File: src/rtl/id_imm_ctrl.sv
// Decode-stage immediate extractor feeding a 2-entry skid buffer between IF and EX.
// Each accepted instruction is stored as {pc, imm, ext_op, illegal} and presented in order.
module id_imm_ctrl #(
    parameter int EXTOP_W = 6
) (
    input  logic               clk,
    input  logic               rst,
    input  logic               flush,
    input  logic               in_valid,
    output logic               in_ready,
    input  logic [31:0]        in_instr,
    input  logic [31:0]        in_pc,
    output logic               out_valid,
    input  logic               out_ready,
    output logic [31:0]        out_pc,
    output logic [31:0]        out_imm,
    output logic [EXTOP_W-1:0] out_ext_op,
    output logic               out_illegal
);

    localparam logic [EXTOP_W-1:0] EXT_NONE  = EXTOP_W'(6'b000000);
    localparam logic [EXTOP_W-1:0] EXT_SHAMT = EXTOP_W'(6'b000001);
    localparam logic [EXTOP_W-1:0] EXT_ITYPE = EXTOP_W'(6'b000010);
    localparam logic [EXTOP_W-1:0] EXT_STYPE = EXTOP_W'(6'b000100);
    localparam logic [EXTOP_W-1:0] EXT_BTYPE = EXTOP_W'(6'b001000);
    localparam logic [EXTOP_W-1:0] EXT_UTYPE = EXTOP_W'(6'b010000);
    localparam logic [EXTOP_W-1:0] EXT_JTYPE = EXTOP_W'(6'b100000);

    typedef struct packed {
        logic [31:0]        pc;
        logic [31:0]        imm;
        logic [EXTOP_W-1:0] ext_op;
        logic               illegal;
    } entry_t;

    typedef enum logic [1:0] {
        EMPTY,
        ONE,
        TWO
    } state_t;

    state_t state, state_next;
    entry_t head, tail, new_entry, head_d;
    logic   load_head, load_tail;
    logic   push, pop;

    logic [6:0] opcode;
    logic [2:0] funct3;

    assign opcode = in_instr[6:0];
    assign funct3 = in_instr[14:12];

    // Decode the format, then build the immediate for that format.
    always_comb begin
        // NOTE: every always_comb output gets a default first so no path leaves it unassigned (no latch).
        new_entry         = '0;
        new_entry.pc      = in_pc;
        new_entry.ext_op  = EXT_NONE;
        new_entry.illegal = 1'b0;
        if (in_instr[1:0] != 2'b11) begin
            new_entry.illegal = 1'b1;
        end else begin
            case (opcode)
                7'b0010011: new_entry.ext_op = (funct3 == 3'b001 || funct3 == 3'b101) ? EXT_SHAMT : EXT_ITYPE;
                7'b0000011,
                7'b1100111,
                7'b1110011: new_entry.ext_op = EXT_ITYPE;
                7'b0100011: new_entry.ext_op = EXT_STYPE;
                7'b1100011: new_entry.ext_op = EXT_BTYPE;
                7'b0110111,
                7'b0010111: new_entry.ext_op = EXT_UTYPE;
                7'b1101111: new_entry.ext_op = EXT_JTYPE;
                7'b0110011,
                7'b0001111: new_entry.ext_op = EXT_NONE;
                default:    new_entry.illegal = 1'b1;
            endcase
        end

        case (new_entry.ext_op)
            EXT_SHAMT: new_entry.imm = {27'b0, in_instr[24:20]};
            EXT_ITYPE: new_entry.imm = {{20{in_instr[31]}}, in_instr[31:20]};
            EXT_STYPE: new_entry.imm = {{20{in_instr[31]}}, in_instr[31:25], in_instr[11:7]};
            EXT_BTYPE: new_entry.imm = {{19{in_instr[31]}}, in_instr[31], in_instr[7],
                                        in_instr[30:25], in_instr[11:8], 1'b0};
            EXT_UTYPE: new_entry.imm = {in_instr[31:12], 12'b0};
            EXT_JTYPE: new_entry.imm = {{11{in_instr[31]}}, in_instr[31], in_instr[19:12],
                                        in_instr[20], in_instr[30:21], 1'b0};
            default:   new_entry.imm = '0;
        endcase
    end

    assign in_ready  = (state != TWO);
    assign out_valid = (state != EMPTY);
    assign push      = in_valid & in_ready;
    assign pop       = out_valid & out_ready;

    // Flush overrides any push/pop; a pop in the same cycle is still seen downstream.
    always_comb begin
        state_next = state;
        load_head  = 1'b0;
        load_tail  = 1'b0;
        head_d     = new_entry;
        if (flush) begin
            state_next = EMPTY;
        end else begin
            case (state)
                EMPTY: begin
                    if (push) begin
                        state_next = ONE;
                        load_head  = 1'b1;
                    end
                end
                ONE: begin
                    if (push && !pop) begin
                        state_next = TWO;
                        load_tail  = 1'b1;
                    end else if (pop && !push) begin
                        state_next = EMPTY;
                    end else if (push && pop) begin
                        load_head = 1'b1;
                    end
                end
                TWO: begin
                    if (pop) begin
                        state_next = ONE;
                        load_head  = 1'b1;
                        head_d     = tail;
                    end
                end
                default: state_next = EMPTY;
            endcase
        end
    end

    always_ff @(posedge clk) begin
        // NOTE: the payload registers are reset too, because the head drives out_* directly and must read zero after reset.
        if (rst) begin
            state <= EMPTY;
            head  <= '0;
            tail  <= '0;
        end else begin
            // NOTE: non-blocking assignments so every register samples pre-edge values.
            state <= state_next;
            if (load_head) head <= head_d;
            if (load_tail) tail <= new_entry;
        end
    end

    assign out_pc      = head.pc;
    assign out_imm     = head.imm;
    assign out_ext_op  = head.ext_op;
    assign out_illegal = head.illegal;

endmodule

File: config.mk
export PLATFORM = sky130hd
export DESIGN_NAME = id_imm_ctrl
export DESIGN_NICKNAME = d
export VERILOG_FILES = /design/src/rtl/id_imm_ctrl.sv
export SDC_FILE = /design/constraint.sdc
export NUM_CORES = 1
export LEC_CHECK = 0
export BUFFER_PORTS_ARGS = -buffer_cell sky130_fd_sc_hd__clkbuf_2
export CAP_MARGIN = 20
export CELL_PAD_IN_SITES_DETAIL_PLACEMENT = 2
export CELL_PAD_IN_SITES_GLOBAL_PLACEMENT = 2
export CORE_MARGIN = 1.5
export CORE_UTILIZATION = 28
export CTS_CLUSTER_SIZE = 24
export DETAILED_ROUTE_END_ITERATION = 8
export PLACE_DENSITY = 0.81
export SLEW_MARGIN = 20
export SYNTH_ARGS = -nofsm -noshare
export SYNTH_HDL_FRONTEND = slang
export SYNTH_SLANG_ARGS = --single-unit
File: constraint.sdc
create_clock -name clk -period 2.1 [get_ports clk]
set_input_delay 0.315 -clock clk [delete_from_list [all_inputs] [get_ports clk]]
set_output_delay 0.315 -clock clk [all_outputs]
set_load 0.02 [all_outputs]
==> results of run 1 <==
[sequential cells by signal (all words and copies together) (netlist names)]
register / flops
out_pc: 32
state: 2
tail: 71
out_imm: 32
out_illegal: 1
out_ext_op: 6
[worst max-delay path, stage by stage, from the launching register on]
cell and delay [ns]:
dfxtp_2 0.34, or2_4 0.25, nand2_1 0.09, inv_1 0.05, ha_2 0.18, mux2i_4 0.19, o21ai_4 0.10, and2_4 0.16
buf_12 0.15, a221oi_2 0.26, a211oi_2 0.11
[metrics by stage]
step                total power [mW]  hold slack [ns]
finish                          6.60            0.128
detailed placement              3.60            0.440
CTS                             6.64            0.108
global route                    6.86            0.128
floorplan                       3.28            0.392
global placement                3.57            0.426
[final timing paths]
kind | start | endpoint | slack [ns]
worst max-delay path | state[1] | out_imm[30] | 0.08
worst min-delay path | in_pc[28] | tail[67] | 0.13
worst max register to register | state[1] | out_imm[30] | 0.08
worst min register to register | tail[14] | out_imm[7] | 0.45
[power breakdown]
| group | internal (mW) | total (mW) | leakage, nW | switching (mW) |
|---|---|---|---|---|
| Combinational | 0.271 | 0.718 | 1.80 | 0.447 |
| Sequential | 2.81 | 2.86 | 1.17 | 0.0490 |
| Clock | 1.78 | 3.02 | 0.257 | 1.24 |
| Total | 4.86 | 6.60 | 3.23 | 1.73 |
[metal layers]
metal | vias to the layer above | part of all wire [%] | wire length, µm | track usage [%]
li1 | 2976 | - | - | -
met1 | 3121 | 45 | 10600 | 24.4
met2 | 121 | 51 | 12000 | 34.6
met3 | 31 | 2.9 | 701 | 3.80
met4 | 0 | 1.9 | 459 | 7.35
met5 | - | 0 | 0 | 0
[cells in the mapped netlist, types with 10 or more instances]
| library cell | instances | area [µm²] |
|---|---|---|
| nand2_1 | 176 | 661 |
| dfxtp_1 | 144 | 2880 |
| nor2_1 | 87 | 327 |
| a21oi_1 | 67 | 335 |
| a311oi_1 | 34 | 298 |
| a211oi_1 | 32 | 240 |
| clkbuf_1 | 24 | 90.1 |
| buf_2 | 22 | 110 |
| nor3_1 | 15 | 75.1 |
| nand3_1 | 14 | 70.1 |
| o21ai_0 | 14 | 70.1 |
| a22oi_1 | 12 | 90.1 |
| a211oi_2 | 10 | 125 |
| a221oi_2 | 10 | 150 |
[logic make-up (layout without fill, tap and decap cells)]
logic type / after synthesis / in the layout / share of synthesized area [%]
and+or+nand+nor: 324 / 324 / 21.8
AOI/OAI and AO/OA: 213 / 213 / 25.2
DFF: 144 / 144 / 45.5
buffers and inverters: 70 / 227 / 6.21
muxes: 4 / 4 / 0.651
adders and majority gates: 2 / 2 / 0.394
xor gates and xnor gates: 2 / 2 / 0.276
[area by class of cell]
class                           count  area share [%]
Clock buffer                       20            5.39
Timing Repair Buffer              191            15.3
Inverter                            4           0.181
Sequential cell                   144            34.8
Multi-Input combinational cell    545            38.4
Tap cell                          280            4.23
Clock inverter                     12            1.66
[layout by cell type, fill, tap and decap left out, drive strengths merged, types with 2 or more instances in the layout]
master	n
a211oi	43
a21oi	68
a221oi	11
a22oi	12
a311oi	34
a31oi	3
a32oi	4
and2	5
and3	3
and4bb	2
buf	49
bufinv	2
clkbuf	162
clkinv	2
clkinvlp	8
dfxtp	144
ha	2
inv	4
mux2i	3
nand2	177
nand2b	2
nand3	14
nand3b	4
nor2	89
nor2b	3
nor3	15
nor3b	3
o211ai	4
o21a	2
o21ai	15
o22ai	5
o31ai	4
or2	2
xor2	2
[what timing repair did]
item	CTS	global route
hold buffers	0	0
setup buffers	1	1
gates cloned	0	3
setup endpoints to repair	33	67
resized for setup	5	22
pin swaps	2	4
==> summary.md, run 1 <==
The die covers 0.0236 mm². For the maximum number of pins on one net before global-route repair, the log shows 65. The vias per cell works out to 5.22. The critical path capture point type was a flop. Headroom to the max-slew limit came out at 41.3%. Measured along the y axis, the die boundary spans 154 µm. The congestion estimate from routability-driven global placement came to 0.794. Summing every instance area after synthesis gives 0.00634 mm². The run finished with clean final reports.

The tools report the number of placement rows as 54. Summed over all nets, the half-perimeter wirelength after detailed placement is 15,200 µm. The length of the first detailed-routing pass in iterations was 5; the number of clock sinks seen by CTS was 144.

Global routing finished with a remaining overflow of 0. The number of different library cells used by synthesis comes to 64. Once layout is complete, the cells apart from fillers number 1,196.

The kind of launch point of the worst setup path was a flop. The area of the multi-input gates came out at 0.00319 mm². In this run, synthesis inferred 0 flip-flops with an integrated enable.

The most used flip-flop cell after synthesis is dfxtp_1. The mean instance size in the synthesized netlist is 8.36 µm², and the total number of vias is 6,249. The first-iteration detailed-routing DRC count is 286. The Yosys step of the flow raised 0 warnings. The largest buffer count on any clock path is 2, and the instance count after placement with tap cells included is 1,159. Pin placement for this block handled 142 I/O pins.

The repair_antennas step left the layout with diodes totalling 0. The area growth from synthesis to layout is 30.7%. Static timing analysis puts the maximum clock frequency at 494 MHz.

The clock-pin slew on the worst setup and hold paths was 0.06 ns. The run gives 23,800 µm as the total length of routed wires. The synthesized netlist net count was 830; the actual slew at the worst max-slew pin was 0.881 ns. For the area inside the core boundary, the log shows 0.0220 mm². In this run the power density over the cells is 796 mW/mm². The leakage power of the design was 3.23 nW. TritonCTS built the clock tree. Measured along the x axis, the die boundary spans 154 µm. The tools report the max-slew violation total from the final report as 0. The pre-CTS worst setup slack was -0.212 ns.

Setup repair after global routing left no endpoint under its margin. The H-tree was split into 4 levels. The tool flagged a number of max-cap violations equal to 0.

The type of the setup path with the least slack is reg2reg. The register bit count reported by yosys was 144; the total global routing track utilization was 19.9%. Synthesis handed over a netlist of 759 instances.

The layout has 2,536 filler cells. Number of nets in the finished design: 974. Input and output buffers added on the ports amount to 141. Counting flops with an async set or reset pin after synthesis yields a share of 0%.

The depth of the worst register-to-register path came out at 10. In the final timing run, aggregate negative setup slack is 0 ns. TritonCTS created 17 clock buffers.

The required time at the worst-slack endpoint came out at 2.39 ns. The run gives 6,730 as the number of global-route vias before repair. The tools report the initial standard-cell utilization of the core as 28.8%.

Summing all placed instances gives a cell area of 0.00752 mm². The worst hold path belongs to the class in2reg. The initial antenna violation count was 0; the maximum resistive drop on vdd was 0.320 mV. Along the worst path, the maximum fanout reaches 10. The tools report the final count of hold timing violations as 0. Clock tree synthesis selected as its root buffer the cell clkbuf_16.

For this run, the register share of the synthesized area comes to 45.5%. For the end-of-flow core utilization, the log shows 37.6%. The final setup slack of the worst path was 0.0758 ns; the average wire per cell in the routed design was 19.9 µm.

In the final layout, the share of cells above drive strength 1 is 29.9%. Registers take 0.00289 mm². Counting instances, the worst hold path has a depth of 3. The remaining design rule violation count came out at 0.

The data arrival time of the critical path is 2.32 ns, and the final cycle utilization of the critical path is 96.4%. The detail route stage leaves a number of antenna-violating nets equal to 0. The finished cells cover 0.00829 mm². The first-pass GRT wire length is 37,000 µm.

Setup violations remaining at the end of the flow were counted as 0. The clock period could shrink to 2.02 ns. The insertion delay to the later sink of the worst-skew pair was 0.43 ns; the final setup skew was 0.00493 ns.
No activity file was read; power rests on OpenSTA's default activity.
==> inputs of run 2 (changes only) <==
--- a/config.mk
+++ b/config.mk
@@ -9,6 +9,7 @@
 export CAP_MARGIN = 20
 export CELL_PAD_IN_SITES_DETAIL_PLACEMENT = 2
 export CELL_PAD_IN_SITES_GLOBAL_PLACEMENT = 2
+export CORE_ASPECT_RATIO = 1.2
 export CORE_MARGIN = 1.5
 export CORE_UTILIZATION = 28
 export CTS_CLUSTER_SIZE = 24
==> run 2 against run 1 <==
Die area about the same. Sequential power about the same. Cell count decreased by 0.67%. Critical endpoint is now out_imm[25]. Worst hold slack improved by 0.012 ns. Clock power increased by 5%. Count of clock-buffer cells in the layout increased by 2.
==> summary.md, run 2 (synthesis results as in run 1) <==
The flow ran to the end, and the final reports show no timing, DRC or antenna violations. The initial antenna violation count was 0; the required time at the worst-slack endpoint was 2.38 ns. For the final weighted congestion in routability-driven placement, the log shows 0.820. The run gives 0 as the max-slew violation total from the final report. The die covers 0.0236 mm². The actual slew at the worst max-slew pin was 0.559 ns. In this run the static leakage power is 3.24 nW.

Once detailed placement completed, the half-perimeter wirelength came to 15,200 µm. TritonCTS built the clock tree. The longest individual stage delay on the worst path is 0.35 ns. In the routed design, unresolved DRC markers number 0. The worst register-to-register path has a depth of 10. The worst setup path is captured at a flop.

Summed over all layers, the routed wires come to 22,800 µm. The cell family contributing the most delay on the critical path is simple AND/OR/NAND/NOR gates. Between clock sinks in the finished design, the worst skew comes to 0.00737 ns. Root buffer cell: clkbuf_16.

The initial standard-cell utilization of the core is 28.4%. The share of cells above drive strength 1 was 28.8%; the area of the multi-input gates was 0.00320 mm². Most common cell after layout, fill and taps aside: nand2_1. The pre-antenna-repair detailed-routing pass consisted of 4 iterations. Entering global routing, the biggest net connects 65 pins.

The floorplan step set the die height to 168 µm. Static timing analysis puts the maximum clock frequency at 490 MHz. In this run the remaining antenna-violating nets after routing total 0. Setup violations remaining at the end of the flow were counted as 0. The finished layout cell area is 0.00827 mm². The first global-routing pass estimated 35,500 µm of wire. The logs give 17 for the total CTS buffers and 62.6% for the worst slew margin relative to its limit.

The H-tree was split into 4 levels. In this run the deepest clock path goes through 2 buffers. Slowest library cell on the worst path: dfxtp_1. The number of placement rows was 60. Along the worst path, the maximum fanout reaches 11. During I/O placement, the number of pins put on the boundary was 142. Walking the worst path, the cells encountered are or2_4, nand2_1, inv_1, ha_2, mux2i_4, o21ai_4, and2_1, buf_12, a221oi_4, a211oi_2. Buffers inserted to repair hold after CTS numbered 0. The number of clock sinks seen by CTS is 144, and the insertion delay to the later sink of the worst-skew pair is 0.41 ns. In this run the power density over the cells is 811 mW/mm². The placed instances occupy a cell area of 0.00746 mm². The tool flagged a number of max-cap violations equal to 0. The relative area change from synthesis to final layout was 30.4%. tail holds more flip-flops than any other register. The sum of buffers and inverters on the critical path is 2, and the leftover overflow at the end of global routing is 0. The clock-pin slew on the worst setup and hold paths works out to 0.06 ns. The vias per cell is 5.24, and the total global routing track utilization is 18.9%. For this run, the post-layout net count is 968. The number of flip-flops under the largest register name was 71. The type of the setup path with the least slack is reg2reg.

In this run, the number of DRC markers left after iteration 0 of detailed routing was 204. Setup repair after global routing could not meet its margin everywhere. The number of global-route vias before repair is 6,686. The worst hold path belongs to the class in2reg.

The average wire per cell in the routed design was 19.2 µm; the area inside the core boundary was 0.0223 mm². The worst setup path is launched from a flop. The critical path runs through a total of 10 cells. Across the VDD grid, the largest voltage drop is 0.528 mV. The final count of hold timing violations came out at 0.

The final critical path takes up 97.1% of the cycle. Buffers placed on the I/O ports in this run total 141. Counting instances, the worst hold path has a depth of 3. The die width was 140 µm. The tools report the data arrival time of the critical path as 2.32 ns. Across the whole layout, storage elements account for 0.00288 mm². Total power: 6.71 mW.

In the layout the commonest cells are nand2_1, dfxtp_1, clkbuf_2. The clock period minus worst slack came out at 2.04 ns. 0 antenna diodes ended up in the layout.

Fill cells in the final layout number 2,574. The final route contains 6,231 vias.
==> run 2: changes by cell type in the layout (fill, tap and decap cells not counted), moves of 2 or more <==
cell        change
dfxtp_1         +2
dfxtp_2         -2
clkinv_2        +3
clkbuf_8        +3
buf_4           -6
a221oi_4        +3
clkinvlp_4      -7
a221oi_2        -3
==> run 2: worst min-delay path, stage by stage <==
cell and delay (ns):
clkbuf_2 0.09, nand2_1 0.05, a21oi_1 0.05
==> run 2: area by class of cell <==
type / instances / share of cell area [%]
repair buffers: 185 / 14.7
well taps: 279 / 4.22
clock buffers: 22 / 5.85
multi-input cells: 545 / 38.7
clock inverters: 9 / 1.57
inverters: 4 / 0.182
flip-flops and latches: 144 / 34.9
==> run 2: what timing repair did <==
| item | 4_1_cts | 5_1_grt |
|---|---|---|
| gates cloned | 0 | 2 |
| buffers inserted | 2 | 2 |
| pin swaps | 1 | 2 |
| resized for setup | 3 | 14 |
| endpoints found under the setup margin | 12 | 48 |
| hold endpoints to repair | 0 | 0 |
==> run 2: power by group <==
part | switching (mW) | total, mW | internal, mW
clock network | 1.18 | 3.17 | 1.99
logic | 0.435 | 0.686 | 0.251
registers | 0.0453 | 2.86 | 2.81
==> run 2: path summary, 6_finish.rpt <==
| path | from | to | slack [ns] |
|---|---|---|---|
| worst min register to register | tail[44] | tail[44] | 0.46 |
| worst max-delay path | state[1] | out_imm[25] | 0.06 |
| worst max register to register | state[1] | out_imm[25] | 0.06 |
| worst min-delay path | in_pc[23] | tail[62] | 0.14 |
==> run 2: metrics by stage <==
| step | hold WS [ns] | worst slack, ns | setup TNS (ns) | cells | utilization [%] |
|---|---|---|---|---|---|
| floorplan | 0.392 | 0.0627 | 0 | 759 | - |
| global placement | 0.438 | -0.0141 | -0.0141 | 1151 | 33.4 |
| detailed placement | 0.449 | -0.167 | -0.867 | 1151 | 33.4 |
| CTS | 0.122 | 0.00671 | 0 | 1184 | 36.4 |
| global route | 0.135 | -0.0427 | -0.167 | 1188 | 37.1 |
| finish | 0.140 | 0.0605 | 0 | 1188 | 37.1 |
==> run 2: routing by layer <==
| layer | part of all wire, % | GRT usage, % | wire length [µm] |
|---|---|---|---|
| met1 | 44 | 22.4 | 10100 |
| met2 | 51 | 34.7 | 11700 |
| met3 | 2.6 | 3.10 | 596 |
| met4 | 1.9 | 6.13 | 426 |
| met5 | 0 | 0 | 0 |
